===== config.mk =====
export PLATFORM = sky130hd
export DESIGN_NAME = captura_operandos_flat
export DESIGN_NICKNAME = d
export VERILOG_FILES = /design/src/rtl/captura_operandos_if.sv /design/src/rtl/captura_operandos.sv /design/src/flat_wrapper.sv
export SDC_FILE = /design/constraint.sdc
export NUM_CORES = 1
export LEC_CHECK = 0
export BUFFER_PORTS_ARGS = -buffer_cell sky130_fd_sc_hd__buf_2
export CORE_ASPECT_RATIO = 1.25
export CORE_UTILIZATION = 40
export DETAILED_ROUTE_END_ITERATION = 8
export PLACE_DENSITY = 0.66
export SYNTH_ARGS = -nofsm -noshare
export SYNTH_HDL_FRONTEND = slang
export SYNTH_SLANG_ARGS = --single-unit

===== constraint.sdc =====
create_clock -name clk -period 2.36 [get_ports clk]
set_clock_uncertainty 0.15 [all_clocks]
set_input_delay 0.354 -clock clk [delete_from_list [all_inputs] [get_ports clk]]
set_output_delay 0.354 -clock clk [all_outputs]
set_load 0.05 [all_outputs]

===== src/rtl/captura_operandos_if.sv =====
// Keypad-to-operand bundle between the debouncer, captura_operandos and the ALU.
// ECO_DISPLAY_EN adds the registered `display` operand mirror.
interface captura_operandos_if #(
  parameter int W = 40
);
  logic [3:0]   tecla;
  logic         tecla_valida;
  logic         listo_alu;
  logic [1:0]   estado;
  logic [W-1:0] inA;
  logic [W-1:0] inB;
  logic [1:0]   op;
  logic         desborde;
`ifdef ECO_DISPLAY_EN
  logic [W-1:0] display;

  modport master (
    output tecla, tecla_valida, listo_alu,
    input  estado, inA, inB, op, desborde,
    input  display
  );

  modport slave (
    input  tecla, tecla_valida, listo_alu,
    output estado, inA, inB, op, desborde,
    output display
  );
`else
  modport master (
    output tecla, tecla_valida, listo_alu,
    input  estado, inA, inB, op, desborde
  );

  modport slave (
    input  tecla, tecla_valida, listo_alu,
    output estado, inA, inB, op, desborde
  );
`endif
endinterface


===== src/rtl/captura_operandos.sv =====
// Calculator keypad front-end: builds BCD operands A/B and latches the operator.
// Optional macro ECO_DISPLAY_EN adds a registered display of the active operand.
module captura_operandos #(
  parameter int DIGITOS     = 10,
  parameter int CICLOS_EJEC = 8
) (
  input  logic clk,
  input  logic rst,
  captura_operandos_if.slave bus
);

  localparam int W  = 4 * DIGITOS;
  localparam int CW = $clog2(DIGITOS + 1);
  localparam int EW = $clog2(CICLOS_EJEC + 1);

  typedef enum logic [1:0] {
    ST_A  = 2'b00,
    ST_OP = 2'b01,
    ST_B  = 2'b10,
    ST_EX = 2'b11
  } estado_t;

  estado_t       state_q, state_d;
  logic [W-1:0]  a_q, a_d;
  logic [W-1:0]  b_q, b_d;
  logic [1:0]    op_q, op_d;
  logic [CW-1:0] ca_q, ca_d;
  logic [CW-1:0] cb_q, cb_d;
  logic          ovf_q, ovf_d;
  logic [EW-1:0] ex_q, ex_d;
  logic          tv_q;
  logic          arm_q;

  logic pulso;
  logic es_dig;
  logic es_op;
  logic es_eq;
  logic es_clr;
  logic fin_ex;
  logic [3:0] op_code;

  // arm_q blocks a key held through reset until the level drops once
  assign pulso = bus.tecla_valida & ~tv_q & arm_q;

  always_comb begin
    es_dig = 1'b0;
    es_op  = 1'b0;
    es_eq  = 1'b0;
    es_clr = 1'b0;
    unique case (1'b1)
      (bus.tecla <= 4'd9):   es_dig = 1'b1;
      (bus.tecla == 4'hE):   es_eq  = 1'b1;
      (bus.tecla == 4'hF):   es_clr = 1'b1;
      default:               es_op  = 1'b1;
    endcase
  end

  assign op_code = bus.tecla - 4'hA;
  assign fin_ex  = bus.listo_alu
                 | (ex_q == EW'(CICLOS_EJEC - 1));

  always_comb begin
    state_d = state_q;
    a_d     = a_q;
    b_d     = b_q;
    op_d    = op_q;
    ca_d    = ca_q;
    cb_d    = cb_q;
    ovf_d   = ovf_q;
    ex_d    = ex_q;
    if (pulso && es_clr) begin
      state_d = ST_A;
      a_d     = '0;
      b_d     = '0;
      op_d    = 2'b00;
      ca_d    = '0;
      cb_d    = '0;
      ovf_d   = 1'b0;
      ex_d    = '0;
    end else begin
      unique case (state_q)
        ST_A: begin
          if (pulso && es_dig) begin
            if (ca_q == CW'(DIGITOS)) begin
              ovf_d = 1'b1;
            end else begin
              a_d  = {a_q[W-5:0], bus.tecla};
              ca_d = ca_q + CW'(1);
            end
          end else if (pulso && es_op) begin
            op_d    = op_code[1:0];
            state_d = ST_OP;
          end
        end
        ST_OP: begin
          if (pulso && es_op) begin
            op_d = op_code[1:0];
          end else if (pulso && es_dig) begin
            b_d     = {{(W-4){1'b0}}, bus.tecla};
            cb_d    = CW'(1);
            state_d = ST_B;
          end
        end
        ST_B: begin
          if (pulso && es_dig) begin
            if (cb_q == CW'(DIGITOS)) begin
              ovf_d = 1'b1;
            end else begin
              b_d  = {b_q[W-5:0], bus.tecla};
              cb_d = cb_q + CW'(1);
            end
          end else if (pulso && es_eq) begin
            state_d = ST_EX;
            ex_d    = '0;
          end
        end
        ST_EX: begin
          ex_d = ex_q + EW'(1);
          if (fin_ex) begin
            state_d = ST_A;
            a_d     = '0;
            b_d     = '0;
            ca_d    = '0;
            cb_d    = '0;
            ovf_d   = 1'b0;
            ex_d    = '0;
          end
        end
        default: state_d = ST_A;
      endcase
    end
  end

  always_ff @(posedge clk or negedge rst) begin
    if (!rst) begin
      state_q <= ST_A;
      a_q     <= '0;
      b_q     <= '0;
      op_q    <= 2'b00;
      ca_q    <= '0;
      cb_q    <= '0;
      ovf_q   <= 1'b0;
      ex_q    <= '0;
      tv_q    <= 1'b0;
      arm_q   <= 1'b0;
    end else begin
      state_q <= state_d;
      a_q     <= a_d;
      b_q     <= b_d;
      op_q    <= op_d;
      ca_q    <= ca_d;
      cb_q    <= cb_d;
      ovf_q   <= ovf_d;
      ex_q    <= ex_d;
      tv_q    <= bus.tecla_valida;
      if (!bus.tecla_valida) arm_q <= 1'b1;
    end
  end

  assign bus.estado   = state_q;
  assign bus.inA      = a_q;
  assign bus.inB      = b_q;
  assign bus.op       = op_q;
  assign bus.desborde = ovf_q;

`ifdef ECO_DISPLAY_EN
  logic [W-1:0] disp_q, disp_d;

  always_comb begin
    disp_d = b_d;
    if (state_d == ST_A || state_d == ST_OP) disp_d = a_d;
  end

  always_ff @(posedge clk or negedge rst) begin
    if (!rst) disp_q <= '0;
    else      disp_q <= disp_d;
  end

  assign bus.display = disp_q;
`endif

endmodule


===== src/flat_wrapper.sv =====
// flat-port wrapper written by rule: the top's interface ports become plain ports
module captura_operandos_flat 
#(
  parameter int DIGITOS     = 10,
  parameter int CICLOS_EJEC = 8
)
  (clk, rst, bus_tecla, bus_tecla_valida, bus_listo_alu, bus_estado, bus_inA, bus_inB, bus_op, bus_desborde);
  captura_operandos_if #(.W(40)) bus_i ();
  input  logic clk;
  input  logic rst;
  input wire logic [$bits(bus_i.tecla)-1:0] bus_tecla;
  input wire logic [$bits(bus_i.tecla_valida)-1:0] bus_tecla_valida;
  input wire logic [$bits(bus_i.listo_alu)-1:0] bus_listo_alu;
  output wire logic [$bits(bus_i.estado)-1:0] bus_estado;
  output wire logic [$bits(bus_i.inA)-1:0] bus_inA;
  output wire logic [$bits(bus_i.inB)-1:0] bus_inB;
  output wire logic [$bits(bus_i.op)-1:0] bus_op;
  output wire logic [$bits(bus_i.desborde)-1:0] bus_desborde;
  assign bus_i.tecla = bus_tecla;
  assign bus_i.tecla_valida = bus_tecla_valida;
  assign bus_i.listo_alu = bus_listo_alu;
  assign bus_estado = bus_i.estado;
  assign bus_inA = bus_i.inA;
  assign bus_inB = bus_i.inB;
  assign bus_op = bus_i.op;
  assign bus_desborde = bus_i.desborde;
  captura_operandos #(.DIGITOS(DIGITOS), .CICLOS_EJEC(CICLOS_EJEC)) u_core (.clk(clk), .rst(rst), .bus(bus_i));
endmodule

==> results.json <==
{
  "path_clk_slew_ps": 70,
  "final_cell_mix": "dfrtp_1 (96), nand2_1 (93), buf_2 (91)",
  "core_area_sq_um": 11600,
  "vdd_ir_drop_max_uv": 660,
  "wl_per_cell_um": 15.8,
  "wl_um": 11500,
  "powerDensity_nw_per_um2": 1470,
  "portBuffers": 92,
  "slowest_delay_ps": 380,
  "rows": 44,
  "dpl_worst_slack_ps": 118,
  "first_pass_iters": 5,
  "r2r_cells": 7,
  "drv_cap": 0,
  "cts_buffer_depth": 2,
  "root_buffer": "clkbuf_16",
  "synthCells": 496,
  "synthArstFlopShare_pct": 100,
  "critPathMaxFanout": 41,
  "yosysUniqueCellTypes": 46,
  "grt-ovfl-total": 0,
  "cts_tree": "yes",
  "power_mw": 8.50,
  "synth_edf_count": 0,
  "grt_pass1_vias": 3769,
  "relSlewSlack_pct": 69.4,
  "period_minus_slack_ps": 2200,
  "cts-buffers-inserted": 9,
  "yosys_warnings": 0,
  "drc": 0,
  "critPathSlowestCell": "dfrtp_1",
  "antenna_found_initial": 0,
  "r2r-end": "u_core.bus.inA[33]",
  "synth-seq-cells": 99,
  "r2r_slack_ps": 160,
  "tightest_slew_ps": 459,
  "pin_count": 93,
  "timing.fmax_mhz": 455,
  "hp-start": "bus_tecla_valida",
  "avgViaCountPerCell": 5.54,
  "drive_gt1_share_pct": 24.0,
  "nNetsFinal": 601,
  "criticalPathCategory": "flop to flop",
  "holdPathStages": 2,
  "p_leak_nw": 2.75,
  "hold_path.class": "primary input to flop",
  "final_common_cell": "dfrtp_1",
  "whs_endpoint": "u_core.arm_q",
  "fp.dieW_um": 99.3,
  "gp_congestion": 0.880,
  "ctsHtreeMaxLevel": 3,
  "syn_area_sq_um": 4730,
  "crit_required_ps": 2470,
  "reg2reg_from": "u_core.ex_q[0]",
  "synthToLayoutAreaGrowth_pct": 22.0,
  "synth-seq-area-share_pct": 52.4,
  "insertion_delay_ps": 340,
  "n_antenna_cell": 0,
  "status": "complete, no violations",
  "hold_viol_final": 0,
  "whs_ps": 160,
  "start_kind": "flop",
  "path_cells": "ha_1, and3b_2, nor2_1, a211o_4, buf_12, or3b_1, a21oi_1",
  "crit_path_end_kind": "flop",
  "fp.dieArea_sq_um": 12300,
  "grt_usage_pct": 19.8,
  "synth_area_leaders": "dfrtp_1 (52%), nand2_1 (7.4%), or3b_1 (7.2%)",
  "setup_ws_ps": 162,
  "critical_path_arrival_ps": 2300,
  "synth_top_area_share_pct": 52.4,
  "initial_core_util_pct": 40.9,
  "ys.flop_type": "dfrtp_1",
  "utilization_pct": 49.9,
  "post-place-cells": 705,
  "fin_cells": 726,
  "grt_max_degree": 52,
  "grt_pass1_wl_um": 19200,
  "period_share_pct": 93.1,
  "drt_iter0_markers": 200,
  "vias": 4022,
  "synth_top_area_cell": "dfrtp_1",
  "avgSynthCellArea_sq_um": 9.54,
  "die_h_um": 124,
  "maxSlewViolCount": 0,
  "setup_viol": 0,
  "synth_nets": 514,
  "final_antenna_net_count": 0,
  "hpwl_um": 7550,
  "fillers": 1092,
  "clock_sinks": 99
}
-- cells by family (layout without fill, tap and decap cells) --
group | after synthesis | count (layout) | synth area share, %
fa+ha+maj | 10 | 10 | 2.65
flops | 99 | 99 | 52.4
simple gates | 210 | 210 | 24.6
mux | 4 | 4 | 0.847
xor+xnor | 1 | 1 | 0.185
buf+inv | 51 | 143 | 4.84
compound gates | 121 | 121 | 14.5
-- flip-flops by register name, summed over array words and instances, names as in the netlist --
register             count
u_core.bus.inA          40
u_core.bus.inB          40
u_core.ca_q              4
u_core.cb_q              4
u_core.ex_q              4
u_core.bus.estado        2
u_core.bus.op            2
u_core.arm_q             1
u_core.bus.desborde      1
u_core.tv_q              1
-- how the worst max path moves through the flow --
stage / from / end / slack, ps / cells after the start
floorplan: u_core.bus.estado[0] / u_core.ca_q[2] / 120 / 6
global route: u_core.ex_q[1] / u_core.bus.inA[1] / -8 / 7
detailed placement: u_core.ca_q[0] / u_core.bus.inA[33] / 120 / 8
global placement: bus_tecla[1] / u_core.bus.inB[3] / 160 / 8
CTS: u_core.ca_q[0] / u_core.bus.inA[33] / 100 / 8
finish: u_core.ex_q[0] / u_core.bus.inA[33] / 160 / 7
-- metal layers --
| layer | track usage [%] | wire [um] |
|---|---|---|
| met1 | 26.9 | 5150 |
| met2 | 32.1 | 5700 |
| met3 | 4.60 | 521 |
| met4 | 5.06 | 121 |
| met5 | 0 | 0 |
-- Yosys cell counts (2+ instances only) --
library cell	n
dfrtp_1	99
nand2_1	93
a21oi_1	48
o21ai_0	42
or3b_1	39
nand4_1	37
clkbuf_1	33
nand3_1	11
ha_1	10
inv_1	9
o21ai_1	8
nor2_1	7
and3_1	4
buf_6	4
mux2i_1	4
and3b_1	3
buf_2	3
nand2b_1	3
nand3b_1	3
a221oi_1	2
a31oi_1	2
and2_1	2
nor3_1	2
o21a_1	2
o22ai_1	2
o2bb2ai_1	2
or3_1	2
or4_1	2
-- layout make-up --
class	instances	area [sq um]	share of cell area [%]
Multi-Input combinational cell	346	2030	35.2
Tap cell	138	173	2.99
Clock buffer	10	229	3.97
Inverter	9	33.8	0.585
Clock inverter	6	95.1	1.65
Timing Repair Buffer	118	726	12.6
Sequential cell	99	2480	43.0
-- timing repair --
item | in CTS | in global routing
setup buffers | 0 | 3
gates resized for setup | 0 | 2
setup endpoints to repair | 0 | 31
endpoints found under the hold margin | 33 | 0
hold buffers | 2 | 0
-- worst max-delay path, delay by kind of cell (launching register included) --
family	cells	cell delay (ps)
and+or+nand+nor	3	670
buffers and inverters	1	180
adders and majority gates	1	200
DFF	1	380
AOI/OAI and AO/OA	2	530
-- stage by stage --
stage	instance area [sq um]	setup TNS, ps
after floorplan	4730	0
after CTS	5750	0
after global placement	5400	0
after detailed placement	5400	0
after global routing	5770	-13.4
final	5770	0
-- power breakdown --
group	leakage [nW]	switching (mW)	internal [mW]
registers	1.33	0.341	2.14
clock network	0.158	0.663	0.943
logic	1.27	3.14	1.28
(Power assumes the default switching activity.)
